## src/rtl/vga_sync.sv

```systemverilog
// VGA timing generator: pixel-rate divider, h/v counters, sync pulses and colour blanking.
// Define VGA_SYNC_OUT_REG_EN to register hsync/vsync/rgb one pixel behind x/y.
module vga_sync #(
    parameter int H_DISPLAY = 640,
    parameter int H_FRONT   = 16,
    parameter int H_SYNC    = 96,
    parameter int H_BACK    = 48,
    parameter int V_DISPLAY = 480,
    parameter int V_FRONT   = 10,
    parameter int V_SYNC    = 2,
    parameter int V_BACK    = 33,
    parameter int TICK_DIV  = 4
) (
    input  logic        clk,
    input  logic        reset_n,
    input  logic [11:0] rgb_in,
    output logic        p_tick,
    output logic [9:0]  x,
    output logic [9:0]  y,
    output logic        video_on,
    output logic        frame_start,
    output logic        hsync,
    output logic        vsync,
    output logic [11:0] rgb
);

    localparam int H_TOTAL = H_DISPLAY + H_FRONT + H_SYNC + H_BACK;
    localparam int V_TOTAL = V_DISPLAY + V_FRONT + V_SYNC + V_BACK;
    localparam int DIV_W   = (TICK_DIV > 1) ? $clog2(TICK_DIV) : 1;

    localparam logic [DIV_W-1:0] DIV_LAST = DIV_W'(TICK_DIV - 1);
    localparam logic [DIV_W-1:0] DIV_ONE  = DIV_W'(1);
    localparam logic [9:0] X_LAST   = 10'(H_TOTAL - 1);
    localparam logic [9:0] Y_LAST   = 10'(V_TOTAL - 1);
    localparam logic [9:0] X_VIS    = 10'(H_DISPLAY);
    localparam logic [9:0] Y_VIS    = 10'(V_DISPLAY);
    localparam logic [9:0] HS_START = 10'(H_DISPLAY + H_FRONT);
    localparam logic [9:0] HS_STOP  = 10'(H_DISPLAY + H_FRONT + H_SYNC);
    localparam logic [9:0] VS_START = 10'(V_DISPLAY + V_FRONT);
    localparam logic [9:0] VS_STOP  = 10'(V_DISPLAY + V_FRONT + V_SYNC);

    logic [DIV_W-1:0] div;
    logic             tick_next;
    logic [9:0]       x_next;
    logic [9:0]       y_next;
    logic             hsync_int;
    logic             vsync_int;

    // The edge that samples the last divider phase is the one that advances the counters.
    assign tick_next = (div == DIV_LAST);

    always_comb begin
        x_next = x;
        y_next = y;
        if (tick_next) begin
            if (x == X_LAST) begin
                x_next = '0;
                if (y == Y_LAST) begin
                    y_next = '0;
                end else begin
                    y_next = y + 10'd1;
                end
            end else begin
                x_next = x + 10'd1;
            end
        end
    end

    // Sync, video_on and frame_start are decoded from the next counter values so they
    // switch in the same clk as x/y.
    always_ff @(posedge clk) begin
        if (!reset_n) begin
            div         <= '0;
            p_tick      <= 1'b0;
            x           <= '0;
            y           <= '0;
            video_on    <= 1'b1;
            frame_start <= 1'b0;
            hsync_int   <= 1'b1;
            vsync_int   <= 1'b1;
        end else begin
            div         <= tick_next ? '0 : div + DIV_ONE;
            p_tick      <= tick_next;
            x           <= x_next;
            y           <= y_next;
            video_on    <= (x_next < X_VIS) && (y_next < Y_VIS);
            frame_start <= tick_next && (x_next == 10'd0) && (y_next == 10'd0);
            hsync_int   <= !((x_next >= HS_START) && (x_next < HS_STOP));
            vsync_int   <= !((y_next >= VS_START) && (y_next < VS_STOP));
        end
    end

`ifdef VGA_SYNC_OUT_REG_EN
    logic        hsync_q;
    logic        vsync_q;
    logic [11:0] rgb_q;

    // Loaded on the pixel-advance edge, so the pins carry the pixel that x/y just left.
    always_ff @(posedge clk) begin
        if (!reset_n) begin
            hsync_q <= 1'b1;
            vsync_q <= 1'b1;
            rgb_q   <= 12'h000;
        end else if (tick_next) begin
            hsync_q <= hsync_int;
            vsync_q <= vsync_int;
            rgb_q   <= video_on ? rgb_in : 12'h000;
        end
    end

    assign hsync = hsync_q;
    assign vsync = vsync_q;
    assign rgb   = rgb_q;
`else
    assign hsync = hsync_int;
    assign vsync = vsync_int;
    // video_on resets high, so reset_n also gates the pins to keep them dark in reset.
    assign rgb   = (video_on && reset_n) ? rgb_in : 12'h000;
`endif

endmodule

```

## config.mk

```make
export PLATFORM = sky130hd
export DESIGN_NAME = vga_sync
export DESIGN_NICKNAME = d
export VERILOG_FILES = /design/src/rtl/vga_sync.sv
export SDC_FILE = /design/constraint.sdc
export NUM_CORES = 1
export LEC_CHECK = 0
export BUFFER_PORTS_ARGS = -buffer_cell sky130_fd_sc_hd__buf_2
export CORE_ASPECT_RATIO = 0.75
export CORE_MARGIN = 1
export CORE_UTILIZATION = 56
export DETAILED_ROUTE_END_ITERATION = 7
export PLACE_DENSITY = 0.85
export SYNTH_ARGS = -nofsm -noshare
export SYNTH_HDL_FRONTEND = slang
export SYNTH_SLANG_ARGS = --single-unit
```

## constraint.sdc

```tcl
create_clock -name clk -period 7.4 [get_ports clk]
set_clock_uncertainty 0.15 [all_clocks]
set_input_delay 1.48 -clock clk [delete_from_list [all_inputs] [get_ports clk]]
set_output_delay 1.48 -clock clk [all_outputs]
set_load 0.02 [all_outputs]
```

### Word-level counts from Yosys, hierarchy flattened

Cells that the tools add are included.

* bits in registers: 27
* latch bits: 0
* memory bits (writable): 0
* ROM bits: 0
* input port bits: 14
* word-level logic and storage cells: 38
* memories: 0

* add/subtract/negate cells: 3
* multiply operators: 0
* divide/modulo/power cells: 0
* magnitude comparators: 6
* equality and inequality tests: 3
* shifts and indexed selects: 0
* mux-type cells: 6
* bitwise gates (word level): 1
* reductions and logical operators: 11

Operator list (count)
* 10-bit 2-to-1 mux: 5
* 10-bit by 1-bit adder with 10-bit output, second input constant: 2
* 10-bit equality test, second input constant: 2
* 10-bit zero test: 2
* 10-bit < comparator, second input constant: 2
* 10-bit by 9-bit < comparator with 1-bit output, second input constant: 2
* 12-bit 2-to-1 mux: 1
* 10-bit >= comparator, second input constant: 1
* 10-bit by 9-bit >= comparator with 1-bit output, second input constant: 1
* 1-bit logical AND: 6
* 2-bit by 1-bit adder with 2-bit output, second input constant: 1
* 2-bit equality test, second input constant: 1
* 1-bit zero test: 2
* 2-bit OR reduction: 1
* 1-bit NOT: 1

### Longest topological paths before layout

Gate-level depths: netlist of run 1.

* word-level depth: 7
* gate-level depth with buffers: 8
* gate-level depth less buffers: 8

### Worst setup path before layout of run 1

No wires, ideal clock.

* path kind: in2out
* from: input port reset_n
* to: output port rgb[0]
* arrival: 1.944 ns
* required time: 5.770 ns
* slack: 3.826 ns
* cell stages on the path: 2
* path through: clkbuf_1 and3_1

* longest elaborated chain between the ends: 2

RTL lines
* start, declared: line 15 `input logic reset_n,`
* 1-bit logical AND: line 118 `assign rgb = (video_on && reset_n) ? rgb_in : 12'h000;`
* 12-bit 2-to-1 mux: line 118
* end, declared: line 24 `output logic [11:0] rgb`

Every way passes these cells.

### Worst setup path after layout of run 1

* from: input port reset_n
* to: output port rgb[5]

The elaborated chain is that of the path after synthesis.

==> results.toml, run 1 <==
[global_route]
grt_pass1_vias = 1461
grt_pass1_wl_um = 6620
grt_max_degree = 37
grt_util_all_layers_pct = 25.1
grt_overflow = 0
antenna_found_initial = 0

[synthesis]
yosys_warnings = 0
synth_top_area_share_pct = 29.3
synth_top_cell_by_area = "dfxtp_1"
synth_cell_types = 51
ys.flop_type = "dfxtp_1"
synth_edf_count = 0
async_flop_share_pct = 0
syn-num-nets = 244
netlist_instances = 226
synth.area.top_cells = "dfxtp_1 (29%), and3_1 (6.8%), nand2_1 (4.1%), buf_6 (3.7%), xnor2_1 (3.3%)"
syn_area_sq_um = 1840
syn_area_per_cell_sq_um = 8.15
ys_ff_latch = 27
seq_area_frac_synth_pct = 29.3

[drt]
route.detailed.drc = 0
drt-total-wl_um = 4160
dr.pass1.iters = 4
wl_per_cell_um = 13.8
drt-initial-drc-count = 71
ant_nets = 0
vias = 1775
avgViaCountPerCell = 5.90

[sta]
maxSlewHeadroom_pct = 49.3
layout_min_cycle_time_ps = 3910
worst_pin_slew_ps = 754
setup_viol = 0
grt_setup_unrepaired = "no"
hold_violations = 0
fin_ws_ps = 3490
hold_slack_ps = 281
setup_tns_ps = 0
drv_slew = 0
max_freq_mhz = 256
timing.final.crit_share_pct = 52.8

[floorplanning]
coreArea_sq_um = 3040
die_h_um = 51.7
dieArea_sq_um = 3520
initial_utilization_pct = 60.6
ios = 51
rows = 17
die_w_um = 68.2

[worst_setup_path]
ff2ff_path_depth = 7
r2r_end = "vsync$_SDFF_PN1_"
crit_start = "reset_n"
required_ps = 5770
reg2reg_slack_ps = 4370
endpoint = "rgb[5]"
critPathCaptureType = "primary output"
reg2reg_from = "div[0]$_SDFF_PP0_"
crit_type = "in -> out"
cp-start-kind = "primary input"
arrival_ps = 2280
crit_fanout = 36

[placement]
dp_hpwl_um = 3030
placed_cell_area_sq_um = 2010
io_buffers = 50
placedCellCount = 297
gp_congestion = 0.838
dp_slack_ps = 3490

[layout]
syn_to_final_growth_pct = 11.6
nets = 282
drive_above_1_share_pct = 25.1
finish.cell_count_without_fillers = 301
most-common-layout-cells = "buf_2 (50), dfxtp_1 (27), and3_1 (20), nand2_1 (20), o21ai_0 (11)"
design_area_sq_um = 2060
num_antenna_cells = 0
final_common_cell = "buf_2"

[run_status]
status = "completed"

[power]
vdd_drop_max_v = 0.000134
p_leak_nw = 0.892
power_density_nw_per_um2 = 124

[clock_tree]
clock_path_buffers = 2
clk_pin_slew_ps = 80
postCtsHoldBufs = 0
cts_tree = "yes"
cts_sinks = 27
cts_setup_buffers = 0
cts_made_buffers = 3
h-tree-depth = 1
cts-root-buf = "clkbuf_8"
insertion_delay_ps = 270
ctsResizeCount = 0

[hold_path]
hold_class = "reg -> reg"

[flow_run]
maxCapViolations = 0
==> where the power goes <==
part           switching (mW)  internal, mW  leakage [nW]
Combinational          0.0130        0.0105         0.651
Sequential            0.00138         0.147         0.218
Clock                  0.0448        0.0386        0.0228
==> stage by stage <==
stage / util (%) / total power, mW
2_1_floorplan: - / 0.167
3_3_place_gp: 66.1 / 0.175
3_5_place_dp: 66.1 / 0.176
4_1_cts: 67.6 / 0.257
5_1_grt: 67.6 / 0.266
6_report: 67.6 / 0.256
==> worst min-delay path by stage <==
stage,start,to,slack (ps),cells past startpoint
6_report,div[0]$_SDFF_PP0_,div[0]$_SDFF_PP0_,280,1
3_5_place_dp,div[0]$_SDFF_PP0_,div[0]$_SDFF_PP0_,270,1
2_1_floorplan,div[0]$_SDFF_PP0_,div[0]$_SDFF_PP0_,250,1
4_1_cts,div[0]$_SDFF_PP0_,div[0]$_SDFF_PP0_,280,1
3_3_place_gp,div[0]$_SDFF_PP0_,div[0]$_SDFF_PP0_,270,1
5_1_grt,div[0]$_SDFF_PP0_,div[0]$_SDFF_PP0_,310,1
==> cells in the mapped netlist (2+ instances only) <==
cell type	instances
dfxtp_1	27
and3_1	20
nand2_1	20
o21ai_0	11
a21oi_1	9
and2_1	9
clkbuf_1	9
nand3_1	9
nor2_1	9
inv_1	8
nand4_1	8
nor2b_1	7
xnor2_1	7
a21boi_0	6
buf_6	6
nor3_1	6
a31oi_1	4
ha_1	4
o21a_1	4
nand2b_1	3
o211ai_1	3
xor2_1	3
and3_2	2
clkbuf_8	2
nand3b_1	2
nor4_1	2
nor4_4	2
==> area by class of cell <==
type / instances / area, sq um
Timing Repair Buffer: 50 / 250
Inverter: 8 / 30.0
Sequential cell: 27 / 541
Multi-Input combinational cell: 174 / 1140
Fill cell: 258 / 986
Tap cell: 38 / 47.5
Clock buffer: 4 / 45.0
==> state kept, by name, summed over array words and instances (netlist names) <==
signal / count
x: 10
y: 10
div: 2
frame_start: 1
hsync: 1
p_tick: 1
video_on: 1
vsync: 1
==> cells by family after synthesis <==
group	share of synthesized area, %
flops	29.3
compound gates	17.0
simple gates	37.0
mux	0.543
buf+inv	8.63
fa+ha+maj	2.72
xor+xnor	4.76
==> layer usage <==
metal  share of wire [%]  global-route usage [%]
met5                   0                       0
met4                0.82                    6.25
met3                 7.9                    5.26
met2                  43                    38.6
met1                  48                    35.5
==> critical path, cell delays in order <==
cell and delay, ps:
buf_2 390, and3_1 240, buf_2 160
No activity file was read; power rests on OpenSTA's default activity.
==> run 2, diff against run 1 <==
--- a/config.mk
+++ b/config.mk
@@ -8,9 +8,9 @@
 export BUFFER_PORTS_ARGS = -buffer_cell sky130_fd_sc_hd__buf_2
 export CORE_ASPECT_RATIO = 0.75
 export CORE_MARGIN = 1
-export CORE_UTILIZATION = 56
+export CORE_UTILIZATION = 47
 export DETAILED_ROUTE_END_ITERATION = 7
-export PLACE_DENSITY = 0.85
+export PLACE_DENSITY = 0.76
 export SYNTH_ARGS = -nofsm -noshare
 export SYNTH_HDL_FRONTEND = slang
 export SYNTH_SLANG_ARGS = --single-unit
==> constraint.sdc (replaced) <==
create_clock -name clk -period 3.21 [get_ports clk]
set_clock_uncertainty 0.15 [all_clocks]
set_input_delay 0.642 -clock clk [delete_from_list [all_inputs] [get_ports clk]]
set_output_delay 0.642 -clock clk [all_outputs]
set_load 0.02 [all_outputs]
==> results.toml, run 2 (same netlist as run 1, synthesis figures left out) <==
[run_status]
status = "completed"

[layout]
nets = 284
design_area_sq_um = 2090
top_regs = "x x10, y x10, div x2"
final_common_cell = "buf_2"
num-fill-cells = 356
most-common-layout-cells = "buf_2 (50), dfxtp_1 (27), and3_1 (20), nand2_1 (20), o21ai_0 (11)"
num_antenna_cells = 0
syn_to_final_growth_pct = 13.4
drive_above_1_share_pct = 25.7

[worst_setup_path]
worstPathCellList = "ha_1 > nand2_1 > or4_4 > nor4_1 > o21a_1 > and4bb_1 > o211ai_1"
r2r_end = "vsync$_SDFF_PN1_"
reg2reg_from = "div[0]$_SDFF_PP0_"
cp.depth = 7
ff2ff_path_depth = 7
arrival_ps = 2680
crit_type = "reg -> reg"
cp-start-kind = "flop"
reg2reg_slack_ps = 530
cp_top_family = "simple AND/OR/NAND/NOR gates"
crit_slowest_cell = "or4_4"
cp_num_buf_inv = 0
critPathCaptureType = "flop"
crit_fanout = 14
critPathMaxStageDelay_ps = 650
required_ps = 3210

[hold_path]
hp-start = "div[0]$_SDFF_PP0_"
hold_class = "reg -> reg"
holdPathStages = 1
holdPathEnd = "div[0]$_SDFF_PP0_"

[sta]
drv_slew = 0
hold_violations = 0
grt_setup_unrepaired = "no"
max_freq_mhz = 373
setup_tns_ps = 0
worst_pin_slew_ps = 481
timing.final.crit_share_pct = 83.5
setup_viol = 0
layout_min_cycle_time_ps = 2680
maxSlewHeadroom_pct = 67.5

[global_route]
grt_pass1_vias = 1419
grt_pass1_wl_um = 6600
grt_max_degree = 21
grt_overflow = 0
grt_util_all_layers_pct = 20.6
antenna_found_initial = 0

[clock_tree]
h-tree-depth = 1
cts-root-buf = "clkbuf_8"
clk_pin_slew_ps = 80
ctsResizeCount = 0
cts_made_buffers = 3
cts_sinks = 27
clock_path_buffers = 2
insertion_delay_ps = 280
cts_setup_buffers = 0
cts_tree = "yes"
postCtsHoldBufs = 0

[power]
power_density_nw_per_um2 = 283
vdd_drop_max_v = 0.000174
p_leak_nw = 0.902

[placement]
dp_hpwl_um = 3100
placed_cell_area_sq_um = 2040
gp_congestion = 0.887
io_buffers = 50

[floorplanning]
initial_utilization_pct = 49.7
die_w_um = 74.3
ios = 51
rows = 19
die_h_um = 56.2
dieArea_sq_um = 4180
coreArea_sq_um = 3710

[drt]
avgViaCountPerCell = 5.57
drt-initial-drc-count = 111
vias = 1766
ant_nets = 0
drt-total-wl_um = 4190
route.detailed.drc = 0
wl_per_cell_um = 13.2
dr.pass1.iters = 4

[flow_run]
maxCapViolations = 0
[run 2: cell types whose count changed in the layout (fill, tap and decap cells not counted)]
cell | before | now
buf_4 | 0 | 2
[run 2: power breakdown]
part	internal [mW]	switching, mW	total, mW
Clock	0.0891	0.105	0.194
Sequential	0.339	0.00279	0.342
Combinational	0.0248	0.0298	0.0546
Total	0.453	0.138	0.591
[run 2: worst max-delay path by stage]
stage                                  from                      to  slack [ps]
after floorplan             x[1]$_SDFF_PN0_        vsync$_SDFF_PN1_         630
after global placement    div[0]$_SDFF_PP0_        vsync$_SDFF_PN1_         620
after detailed placement  div[0]$_SDFF_PP0_        vsync$_SDFF_PN1_         560
after CTS                 div[0]$_SDFF_PP0_        vsync$_SDFF_PN1_         530
after global routing      div[0]$_SDFF_PP0_  frame_start$_SDFF_PN0_         380
final                     div[0]$_SDFF_PP0_        vsync$_SDFF_PN1_         530
[run 2: metal layers]
metal,track usage [%],routed length [um]
met1,31.5,2210
met2,29.5,1650
met3,3.80,300
met4,4.58,29
met5,0,0
[run 2: layout make-up]
| class | instances | area (sq um) | share of cell area (%) |
|---|---|---|---|
| multi-input cells | 174 | 1140 | 54.7 |
| flip-flops and latches | 27 | 541 | 25.9 |
| clock buffers | 4 | 45.0 | 2.16 |
| well taps | 52 | 65.1 | 3.12 |
| inverters | 8 | 30.0 | 1.44 |
| repair buffers | 52 | 265 | 12.7 |
[run 2: stage by stage]
step	power (mW)	setup WS (ps)	util (%)	hold slack, ps	cells
after floorplan	0.384	634	-	253	226
after global placement	0.405	615	55.1	260	313
after detailed placement	0.405	558	55.1	283	313
after CTS	0.600	534	56.3	297	317
after global routing	0.620	376	56.3	342	317
final	0.591	531	56.3	289	317
[run 2: worst reg2reg max path: cells and delay by family (launching register included)]
family	cells	cell delay, ps
AO/OA/AOI/OAI	2	260
adder cells (fa/ha/maj)	1	390
flip-flops	1	340
AND/OR/NAND/NOR	4	1410
==> run 3, diff against run 2 <==
--- a/config.mk
+++ b/config.mk
@@ -8,9 +8,9 @@
 export BUFFER_PORTS_ARGS = -buffer_cell sky130_fd_sc_hd__buf_2
 export CORE_ASPECT_RATIO = 0.75
 export CORE_MARGIN = 1
-export CORE_UTILIZATION = 47
+export CORE_UTILIZATION = 52
 export DETAILED_ROUTE_END_ITERATION = 7
-export PLACE_DENSITY = 0.76
+export PLACE_DENSITY = 0.79
 export SYNTH_ARGS = -nofsm -noshare
 export SYNTH_HDL_FRONTEND = slang
 export SYNTH_SLANG_ARGS = --single-unit
==> constraint.sdc (replaced) <==
create_clock -name clk -period 2.63 [get_ports clk]
set_clock_uncertainty 0.15 [all_clocks]
set_input_delay 0.526 -clock clk [delete_from_list [all_inputs] [get_ports clk]]
set_output_delay 0.526 -clock clk [all_outputs]
set_load 0.02 [all_outputs]
==> results.toml, run 3 (same netlist as run 1, synthesis figures left out) <==
[sta]
drv_slew = 0
maxSlewHeadroom_pct = 62.1
timing.final.crit_share_pct = 94.2
fin_ws_ps = 154
setup_viol = 0
layout_min_cycle_time_ps = 2480
grt_setup_unrepaired = "no"
worst_pin_slew_ps = 565
max_freq_mhz = 404
hold_violations = 0
setup_tns_ps = 0

[worst_setup_path]
crit_type = "reg -> reg"
cp-start-kind = "flop"
critPathCaptureType = "flop"
ff2ff_path_depth = 7
r2r_end = "vsync$_SDFF_PN1_"
crit_fanout = 10
reg2reg_from = "x[1]$_SDFF_PN0_"
reg2reg_slack_ps = 150
arrival_ps = 2470
required_ps = 2620

[placement]
dp_hpwl_um = 3330
gp_congestion = 0.884
io_buffers = 50
placed_cell_area_sq_um = 2090
dp_slack_ps = 61.8

[layout]
top_regs = "x x10, y x10, div x2"
fin_util_pct = 64.3
nets = 292
drive_above_1_share_pct = 29.3
final_common_cell = "buf_2"
most-common-layout-cells = "buf_2 (50), dfxtp_1 (25), and3_1 (20), nand2_1 (20), o21ai_0 (11)"
num_antenna_cells = 0
num-fill-cells = 289
design_area_sq_um = 2140
seqCellArea_sq_um = 543
syn_to_final_growth_pct = 16.4
multiInputGateArea_sq_um = 1150

[drt]
vias = 1874
drt-initial-drc-count = 194
dr.pass1.iters = 7
avgViaCountPerCell = 5.99
route.detailed.drc = 14
ant_nets = 0
drt-total-wl_um = 4440
wl_per_cell_um = 14.2

[floorplanning]
initial_utilization_pct = 55.3
ios = 51
die_h_um = 53.5
rows = 18
coreArea_sq_um = 3330
die_w_um = 70.7
dieArea_sq_um = 3790

[global_route]
grt_pass1_vias = 1530
antenna_found_initial = 0
met2_usage_pct = 36.2
grt_util_all_layers_pct = 24.2
grt_overflow = 0
grt_max_degree = 25
met1_usage_pct = 35.8
top_usage_layer = "met2"
grt_pass1_wl_um = 7180
grt_use_met3_pct = 4.87

[clock_tree]
ctsResizeCount = 0
h-tree-depth = 1
cts_sinks = 27
clk_pin_slew_ps = 90
clock_path_buffers = 2
insertion_delay_ps = 270
postCtsHoldBufs = 0
cts_made_buffers = 3
cts_setup_buffers = 0
cts-root-buf = "clkbuf_8"
cts_tree = "yes"

[power]
power_density_nw_per_um2 = 334
vdd_drop_max_v = 0.000277
report.power.total_mw = 0.716
p_leak_nw = 0.944

[hold_path]
holdPathEnd = "div[0]$_SDFF_PP0_"
hold_class = "reg -> reg"
holdPathStages = 1
hp-start = "div[0]$_SDFF_PP0_"

[run_status]
violations = "design-rule violations"
status = "complete, but fails checks"

[flow_run]
maxCapViolations = 0
==> run 3: cell types whose count changed in the layout (fill, tap and decap cells not counted) <==
cell / delta
buf_4: +8
ha_2: +1
ha_1: -1
dfxtp_2: +2
dfxtp_1: -2
nor4_2: +1
nor4_1: -1
==> run 3: per-layer routing <==
metal  vias up  part of all wire (%)
met4         0                   1.3
met5         -                     0
li1        908                     -
met1       843                    48
met3        10                   9.5
met2       113                    41
==> run 3: cell type report <==
type | instances | area share (%)
repair buffers | 60 | 15.2
multi-input cells | 174 | 53.7
flip-flops and latches | 27 | 25.3
inverters | 8 | 1.40
well taps | 40 | 2.33
clock buffers | 4 | 2.10
==> run 3: how the worst max path moves through the flow <==
stage                         start                endpoint  cells after the start
floorplan           x[1]$_SDFF_PN0_        vsync$_SDFF_PN1_                      8
global placement    x[1]$_SDFF_PN0_        vsync$_SDFF_PN1_                      7
detailed placement  x[1]$_SDFF_PN0_        vsync$_SDFF_PN1_                      7
CTS                 x[1]$_SDFF_PN0_        vsync$_SDFF_PN1_                      7
global route        x[1]$_SDFF_PN0_  frame_start$_SDFF_PN0_                      7
finish              x[1]$_SDFF_PN0_        vsync$_SDFF_PN1_                      7
==> run 3: critical path, stage by stage (launching register included) <==
cell      delay, ps
dfxtp_2         390
ha_2            240
nand2_1         160
or4_4           650
nor4_2          260
o21a_1          150
and4bb_1        240
o211ai_1        110
==> run 3: report_power, final <==
group | leakage [nW] | switching, mW | total (mW) | internal, mW
registers | 0.219 | 0.00323 | 0.418 | 0.415
clock network | 0.0228 | 0.121 | 0.229 | 0.108
logic | 0.702 | 0.0374 | 0.0689 | 0.0315
==> run 3: metrics by stage <==
step	std cells	hold WS (ps)
2_1_floorplan	226	253
3_3_place_gp	309	265
3_5_place_dp	309	276
4_1_cts	313	289
5_1_grt	313	321
6_report	313	280
